==> src/rtl/crgu_pkg.sv <==
// -----------------------------------------------------------------------------
// crgu_pkg
// Shared types and constants for the crgu clock-enable sequencer.
//   ch_state_e      : per-channel sequencer state (OFF, WAKE, ON, HOLD), 2-bit
//   *_DEF           : default parameter values for crgu_clk_ctrl
//   div_slice()     : extracts channel ch's divide ratio from the packed bus
// -----------------------------------------------------------------------------
package crgu_pkg;

  typedef enum logic [1:0] {
    ST_OFF  = 2'd0,
    ST_WAKE = 2'd1,
    ST_ON   = 2'd2,
    ST_HOLD = 2'd3
  } ch_state_e;

  localparam int unsigned NUM_CH_DEF      = 4;
  localparam int unsigned DIV_W_DEF       = 4;
  localparam int unsigned HOLD_CYC_DEF    = 8;
  localparam int unsigned WAKE_CYC_DEF    = 2;
  localparam int unsigned SYNC_STAGES_DEF = 2;

  // Upper bounds for the packed divide bus (16 channels x 16-bit ratio)
  localparam int unsigned DIV_W_MAX   = 16;
  localparam int unsigned DIV_BUS_MAX = 256;

  // Return bits [ch*w +: w] of the divide bus, zero-extended to DIV_W_MAX
  function automatic logic [DIV_W_MAX-1:0] div_slice(
    input logic [DIV_BUS_MAX-1:0] bus,
    input int unsigned            ch,
    input int unsigned            w
  );
    logic [DIV_BUS_MAX-1:0] v_shift;
    logic [DIV_W_MAX-1:0]   v_mask;
    v_shift = bus >> (ch * w);
    // w == DIV_W_MAX shifts the one out entirely, so the subtraction wraps to all ones
    v_mask  = (DIV_W_MAX'(1) << w) - DIV_W_MAX'(1);
    return v_shift[DIV_W_MAX-1:0] & v_mask;
  endfunction

endpackage

==> src/rtl/crgu_clk_ch.sv <==
// -----------------------------------------------------------------------------
// crgu_clk_ch
// One sequencer channel: request synchroniser, OFF/WAKE/ON/HOLD FSM with a
// shared wake/hold countdown, and the divided clock-enable strobe generator.
// Ports:
//   clk, rstn     : source clock, async active-low reset
//   i_req         : asynchronous level request
//   i_div         : divide ratio, sampled on WAKE->ON entry only
//   i_force_on    : treat as request in OFF; keeps HOLD/ON from reaching OFF
//   o_gate_en     : registered ICG enable (pre scan override)
//   o_ack         : registered level ack, clock running and stable
//   o_div_stb     : registered one-cycle strobe every div_q+1 cycles
// -----------------------------------------------------------------------------
module crgu_clk_ch
  import crgu_pkg::*;
#(
  parameter int unsigned DIV_W       = DIV_W_DEF,
  parameter int unsigned HOLD_CYC    = HOLD_CYC_DEF,
  parameter int unsigned WAKE_CYC    = WAKE_CYC_DEF,
  parameter int unsigned SYNC_STAGES = SYNC_STAGES_DEF
) (
  input  logic             clk,
  input  logic             rstn,
  input  logic             i_req,
  input  logic [DIV_W-1:0] i_div,
  input  logic             i_force_on,
  output logic             o_gate_en,
  output logic             o_ack,
  output logic             o_div_stb
);

  localparam logic [7:0] WAKE_LD   = 8'(WAKE_CYC - 1);
  localparam logic [7:0] HOLD_LD   = 8'((HOLD_CYC == 0) ? 0 : (HOLD_CYC - 1));
  localparam bit         HOLD_ZERO = (HOLD_CYC == 0);

  logic [SYNC_STAGES-1:0] r_sync;
  ch_state_e              r_state;
  ch_state_e              w_state_nxt;
  logic [7:0]             r_cnt;
  logic [7:0]             w_cnt_nxt;
  logic [DIV_W-1:0]       r_div_q;
  logic [DIV_W-1:0]       r_div_cnt;
  logic [DIV_W-1:0]       w_div_cnt_nxt;
  logic                   w_div_ld;
  logic                   w_req_s;
  logic                   w_run_now;
  logic                   w_run_nxt;
  logic                   w_stb_nxt;
  logic                   r_gate_en;
  logic                   r_ack;
  logic                   r_div_stb;

  assign w_req_s   = r_sync[SYNC_STAGES-1];
  assign w_run_now = (r_state == ST_ON) || (r_state == ST_HOLD);
  assign w_run_nxt = (w_state_nxt == ST_ON) || (w_state_nxt == ST_HOLD);

  // Request synchroniser shift chain
  always_ff @(posedge clk or negedge rstn) begin
    if (!rstn) begin
      r_sync <= '0;
    end else begin
      r_sync <= {r_sync[SYNC_STAGES-2:0], i_req};
    end
  end

  // Next-state and countdown logic
  always_comb begin
    w_state_nxt = r_state;
    w_cnt_nxt   = r_cnt;
    w_div_ld    = 1'b0;
    case (r_state)
      ST_OFF: begin
        if (w_req_s || i_force_on) begin
          w_state_nxt = ST_WAKE;
          w_cnt_nxt   = WAKE_LD;
        end else begin
          w_cnt_nxt   = 8'd0;
        end
      end
      ST_WAKE: begin
        // A request drop here is ignored; ON decides what happens next
        if (r_cnt == 8'd0) begin
          w_state_nxt = ST_ON;
          w_cnt_nxt   = 8'd0;
          w_div_ld    = 1'b1;
        end else begin
          w_cnt_nxt   = r_cnt - 8'd1;
        end
      end
      ST_ON: begin
        if (w_req_s) begin
          w_state_nxt = ST_ON;
        end else if (HOLD_ZERO) begin
          if (i_force_on) begin
            w_state_nxt = ST_ON;
          end else begin
            w_state_nxt = ST_OFF;
          end
        end else begin
          w_state_nxt = ST_HOLD;
          w_cnt_nxt   = HOLD_LD;
        end
      end
      ST_HOLD: begin
        if (w_req_s) begin
          w_state_nxt = ST_ON;
        end else if (i_force_on) begin
          // Reloading each cycle makes the countdown restart when force drops
          w_cnt_nxt   = HOLD_LD;
        end else if (r_cnt == 8'd0) begin
          w_state_nxt = ST_OFF;
        end else begin
          w_cnt_nxt   = r_cnt - 8'd1;
        end
      end
      default: begin
        w_state_nxt = ST_OFF;
        w_cnt_nxt   = 8'd0;
      end
    endcase
  end

  // Divider next value and strobe; strobe only while running this and next cycle
  always_comb begin
    w_div_cnt_nxt = '0;
    w_stb_nxt     = 1'b0;
    if (w_div_ld) begin
      w_div_cnt_nxt = '0;
    end else if (w_run_now && w_run_nxt) begin
      if (r_div_cnt == r_div_q) begin
        w_div_cnt_nxt = '0;
        w_stb_nxt     = 1'b1;
      end else begin
        w_div_cnt_nxt = r_div_cnt + DIV_W'(1);
      end
    end else begin
      w_div_cnt_nxt = '0;
    end
  end

  // State, counters and registered outputs
  always_ff @(posedge clk or negedge rstn) begin
    if (!rstn) begin
      r_state   <= ST_OFF;
      r_cnt     <= 8'd0;
      r_div_q   <= '0;
      r_div_cnt <= '0;
      r_gate_en <= 1'b0;
      r_ack     <= 1'b0;
      r_div_stb <= 1'b0;
    end else begin
      r_state   <= w_state_nxt;
      r_cnt     <= w_cnt_nxt;
      r_div_cnt <= w_div_cnt_nxt;
      if (w_div_ld) begin
        r_div_q <= i_div;
      end
      r_gate_en <= (w_state_nxt != ST_OFF);
      r_ack     <= w_run_nxt;
      r_div_stb <= w_stb_nxt;
    end
  end

  assign o_gate_en = r_gate_en;
  assign o_ack     = r_ack;
  assign o_div_stb = r_div_stb;

endmodule

==> src/rtl/crgu_clk_ctrl.sv <==
// -----------------------------------------------------------------------------
// crgu_clk_ctrl
// N-channel clock-enable sequencer for one source clock domain.
// Optional feature macro: CRGU_CLK_FORCE_ON_EN (adds input force_on).
// Ports:
//   clk          : source clock, post scan mux
//   rstn         : async active-low reset
//   scan_enable  : forces every ch_gate_en bit high
//   force_on     : (CRGU_CLK_FORCE_ON_EN only) wake all channels, block OFF
//   ch_req       : async level requests, one per channel
//   ch_div       : packed divide ratios, channel i at [i*DIV_W +: DIV_W]
//   ch_gate_en   : ICG enables
//   ch_ack       : level acks
//   ch_div_stb   : divided clock-enable strobes
//   busy         : some channel is not OFF
// -----------------------------------------------------------------------------
module crgu_clk_ctrl
  import crgu_pkg::*;
#(
  parameter int unsigned NUM_CH      = NUM_CH_DEF,
  parameter int unsigned DIV_W       = DIV_W_DEF,
  parameter int unsigned HOLD_CYC    = HOLD_CYC_DEF,
  parameter int unsigned WAKE_CYC    = WAKE_CYC_DEF,
  parameter int unsigned SYNC_STAGES = SYNC_STAGES_DEF
) (
  input  logic                    clk,
  input  logic                    rstn,
  input  logic                    scan_enable,
`ifdef CRGU_CLK_FORCE_ON_EN
  input  logic                    force_on,
`endif
  input  logic [NUM_CH-1:0]       ch_req,
  input  logic [NUM_CH*DIV_W-1:0] ch_div,
  output logic [NUM_CH-1:0]       ch_gate_en,
  output logic [NUM_CH-1:0]       ch_ack,
  output logic [NUM_CH-1:0]       ch_div_stb,
  output logic                    busy
);

  logic [NUM_CH-1:0]      w_gate_en;
  logic [DIV_BUS_MAX-1:0] w_div_bus;
  logic                   w_force_on;

`ifdef CRGU_CLK_FORCE_ON_EN
  assign w_force_on = force_on;
`else
  assign w_force_on = 1'b0;
`endif

  assign w_div_bus = DIV_BUS_MAX'(ch_div);

  for (genvar gi = 0; gi < NUM_CH; gi++) begin : g_ch
    logic [DIV_W-1:0] w_div;
    assign w_div = DIV_W'(div_slice(w_div_bus, gi, DIV_W));

    crgu_clk_ch #(
      .DIV_W       (DIV_W),
      .HOLD_CYC    (HOLD_CYC),
      .WAKE_CYC    (WAKE_CYC),
      .SYNC_STAGES (SYNC_STAGES)
    ) u_ch (
      .clk        (clk),
      .rstn       (rstn),
      .i_req      (ch_req[gi]),
      .i_div      (w_div),
      .i_force_on (w_force_on),
      .o_gate_en  (w_gate_en[gi]),
      .o_ack      (ch_ack[gi]),
      .o_div_stb  (ch_div_stb[gi])
    );
  end

  // Registered gate enable is high exactly when the channel is not OFF
  assign busy       = |w_gate_en;
  // Scan override sits after the registers so FSM, ack and strobe are untouched
  assign ch_gate_en = w_gate_en | {NUM_CH{scan_enable}};

endmodule

==> config.mk <==
export PLATFORM = sky130hd
export DESIGN_NAME = crgu_clk_ctrl
export DESIGN_NICKNAME = d
export VERILOG_FILES = /design/src/rtl/crgu_pkg.sv /design/src/rtl/crgu_clk_ch.sv /design/src/rtl/crgu_clk_ctrl.sv
export SDC_FILE = /design/constraint.sdc
export NUM_CORES = 1
export LEC_CHECK = 0
export BUFFER_PORTS_ARGS = -buffer_cell sky130_fd_sc_hd__buf_2
export CORE_MARGIN = 10
export CORE_UTILIZATION = 40
export CTS_BUF_LIST = sky130_fd_sc_hd__clkbuf_4
export DETAILED_ROUTE_END_ITERATION = 8
export PLACE_DENSITY_LB_ADDON = 0.2
export SLEW_MARGIN = 20
export SYNTH_ARGS = -nofsm -noshare
export SYNTH_HDL_FRONTEND = slang
export SYNTH_SLANG_ARGS = --single-unit
==> constraint.sdc <==
create_clock -name clk -period 1.8 [get_ports clk]
set_clock_uncertainty 0.05 [all_clocks]
set_input_delay 0.45 -clock clk [delete_from_list [all_inputs] [get_ports clk]]
set_output_delay 0.45 -clock clk [all_outputs]
set_load 0.02 [all_outputs]
==> flow_metrics.py <==
metrics = {
    "run_status": {
        "status": "finished, violations left",
        "failed_checks": "setup timing",
    },
    "power": {
        "p_per_area_nw_per_um2": 1770,
        "p_leak_nw": 2.77,
        "power_w": 0.0110,
        "ir_drop_uv": 788,
    },
    "die": {
        "rows": 39,
        "die_area_um2": 16700,
        "die_x_um": 129,
        "start_util_pct": 41.3,
        "core_region_area_um2": 11500,
        "ioPinCount": 36,
        "die_h_um": 129,
    },
    "clock_network": {
        "clockRootBuffer": "clkbuf_4",
        "cts_tree": "built",
        "numCtsBuffers": 9,
        "cts.clk_slew.worst_paths_ns": 0.16,
        "clk_latency_ns": 0.48,
        "cts_sinks": 92,
        "cts_max_path_buffers": 2,
        "htree_levels": 3,
    },
    "flow_run": {
        "drv_cap": 0,
    },
    "yosys": {
        "async_flop_share_pct": 100,
        "synth_edf_count": 0,
        "synth_nets": 488,
        "synthesis.area_um2": 4760,
        "netlist_instances": 456,
        "ys_seq_area_share_pct": 48.4,
        "yosys-top-cells-area": "dfrtp_1 48%, mux2_2 4.5%, xnor2_1 3.7%",
        "synth_area_leader_cell": "dfrtp_1",
        "synth_seq_cells": 92,
        "synthDistinctLibCells": 68,
        "synth_top_area_share_pct": 48.4,
        "synth_ff_type": "dfrtp_1",
        "yosysWarnings": 0,
        "synth_area_per_cell_um2": 10.4,
    },
    "min_path": {
        "hold_end": "g_ch[2].u_ch.r_sync[0]",
        "worst_hold_path.num_cells": 1,
        "hp-start": "ch_req[2]",
        "hold_class": "in -> reg",
    },
    "global_routing": {
        "grt_pass1_wl_um": 17700,
        "antenna_found_initial": 0,
        "busiest_layer": "met2",
        "overflow": 0,
        "met1_usage_pct": 16.2,
        "groute.layer.met3.usage_pct": 2.32,
        "grt.met2_usage_pct": 21.1,
        "grt_pass1_vias": 3779,
        "grt_usage_pct": 12.9,
        "grt_max_degree": 28,
    },
    "worst_setup_path": {
        "regToRegSetupSlack_ns": -0.13,
        "r2r.worst_path.cells": 5,
        "path_delay_family": "simple AND/OR/NAND/NOR gates",
        "crit_path_cell_trace": "or4_4 -> buf_6",
        "startpoint": "g_ch[2].u_ch.o_gate_en",
        "critPathRequiredTime_ns": 1.30,
        "r2r_end": "g_ch[3].u_ch.r_state[1]",
        "path_class": "reg -> out",
        "timing.critical_path.buf_inv": 1,
        "worstPathArrival_ns": 1.56,
        "r2r_start": "g_ch[3].u_ch.r_cnt[1]",
        "end_kind": "primary output",
        "slowest_stage": "or4_4",
        "slowest_delay_ns": 0.53,
        "path_max_fanout": 2,
        "critPathLaunchType": "flip-flop",
    },
    "cells_and_area": {
        "layout_commonest_cell": "dfrtp_1",
        "fin_util_pct": 54.0,
        "final_nets": 587,
        "fillers": 1009,
        "layout_common_cells": "91 x dfrtp_1, 63 x buf_4, 32 x nand2_1",
        "drive_gt1_share_pct": 38.8,
        "insertedDiodeCount": 0,
        "syn_to_final_growth_pct": 30.8,
    },
    "detailed_routing": {
        "firstDrtPassIters": 4,
        "wl_per_cell_um": 14.8,
        "avgViaCountPerCell": 5.34,
        "routed_wl_um": 10400,
        "first_iter_violations": 184,
        "drcViolationCount": 0,
        "drtAntennaViolNets": 0,
        "vias": 3751,
    },
    "sta": {
        "tightest_slew_ns": 0.501,
        "fmax_ghz": 0.485,
        "period_needed_ns": 2.06,
        "fin_crit_sh_pct": 115,
        "slew_viol_final": 0,
        "worst_slack_ns": -0.263,
        "finalHoldViolCount": 0,
        "setup_violations": 33,
        "slew_headroom_pct": 66.3,
        "rsz0062_at_grt": "yes",
    },
    "placement": {
        "io_buffer_count": 35,
        "gp_congestion": 0.813,
        "dp_hpwl_um": 7280,
    },
}
## synth_stat cells, types with 6 or more instances
cell	count
o211ai_1	8
buf_4	8
or2_2	6
or3_1	7
a21oi_1	17
mux2i_1	11
clkbuf_1	12
xnor2_1	20
nor3_1	9
inv_1	22
nor2_1	30
mux2_2	19
nand2b_1	16
nand3_1	10
dfrtp_1	92
and3_1	7
nand4_1	6
ha_1	9
nand2_1	35
o21ai_0	17
o22ai_1	6
## cell families after synthesis
group / Yosys count / synth area share [%]
buf+inv: 46 / 4.44
mux: 30 / 6.81
compound gates: 96 / 14.3
fa+ha+maj: 9 / 2.37
flops: 92 / 48.4
xor+xnor: 24 / 4.42
simple gates: 159 / 19.2
## worst max path at each step
stage	slack (ns)	cells past startpoint	end
global route	-0.31	2	busy
global placement	-0.08	5	g_ch[3].u_ch.o_ack
CTS	-0.28	2	busy
detailed placement	-0.15	6	g_ch[3].u_ch.r_div_q[1]
finish	-0.26	2	busy
floorplan	-0.11	7	g_ch[1].u_ch.r_div_cnt[0]
## report_power, final
| part | total [W] | switching, W | internal, W |
|---|---|---|---|
| combinational | 0.00618 | 0.00305 | 0.00312 |
| clock | 0.00120 | 0.000768 | 0.000430 |
| sequential | 0.00363 | 0.000761 | 0.00286 |
## routing by layer
layer / part of all wire [%] / routed length [um] / vias to the layer above
li1: - / - / 1835
met1: 46 / 4790 / 1844
met2: 49 / 5090 / 54
met3: 3.2 / 337 / 18
met4: 1.9 / 200 / 0
met5: 0 / 0 / -
## flip-flops by register name (all words and copies together) (netlist names)
| name | flops |
|---|---|
| g_ch.u_ch.r_div_q | 16 |
| g_ch.u_ch.o_div_stb | 4 |
| g_ch.u_ch.r_div_cnt | 16 |
| g_ch.u_ch.r_state | 8 |
| g_ch.u_ch.r_cnt | 32 |
| g_ch.u_ch.o_ack | 4 |
| g_ch.u_ch.o_gate_en | 4 |
| g_ch.u_ch.r_sync | 8 |
## worst reg2reg max path, delay by kind of cell (launching register included)
family / cells / cell delay [ns]
multiplexers: 1 / 0.27
buffers and inverters: 1 / 0.09
AND/OR/NAND/NOR: 2 / 0.86
flip-flops: 1 / 0.42
adder cells (fa/ha/maj): 1 / 0.15
## final cells by class
cell class / count / area [um^2] / area share, %
Tap cell: 143 / 179 / 2.88
Sequential cell: 92 / 2300 / 37.0
Inverter: 22 / 82.6 / 1.33
Clock buffer: 9 / 67.6 / 1.09
Clock inverter: 7 / 76.3 / 1.23
Timing Repair Buffer: 112 / 866 / 13.9
Multi-Input combinational cell: 318 / 2650 / 42.5
## through the flow
step                      worst slack, ns  TNS (ns)  hold WS, ns  cells  instance area [um^2]
final                              -0.263     -1.45       0.0255    703                  6220
after global placement            -0.0849     -1.19        0.287    672                  5520
after global routing               -0.307     -4.56      0.00187    703                  6220
after floorplan                    -0.108     -1.15        0.104    456                  4790
after detailed placement           -0.150     -2.42        0.286    672                  5520
after CTS                          -0.278     -1.40      0.00158    697                  5940
## what timing repair did
| item | 4_1_cts | 5_1_grt |
|---|---|---|
| buffers inserted | 6 | 6 |
| hold buffers | 3 | 0 |
| pin swaps | 10 | 34 |
| gates resized for setup | 53 | 52 |
| endpoints found under the setup margin | 52 | 66 |
| endpoints found under the hold margin | 26 | 0 |
No activity file was read; power rests on OpenSTA's default activity.
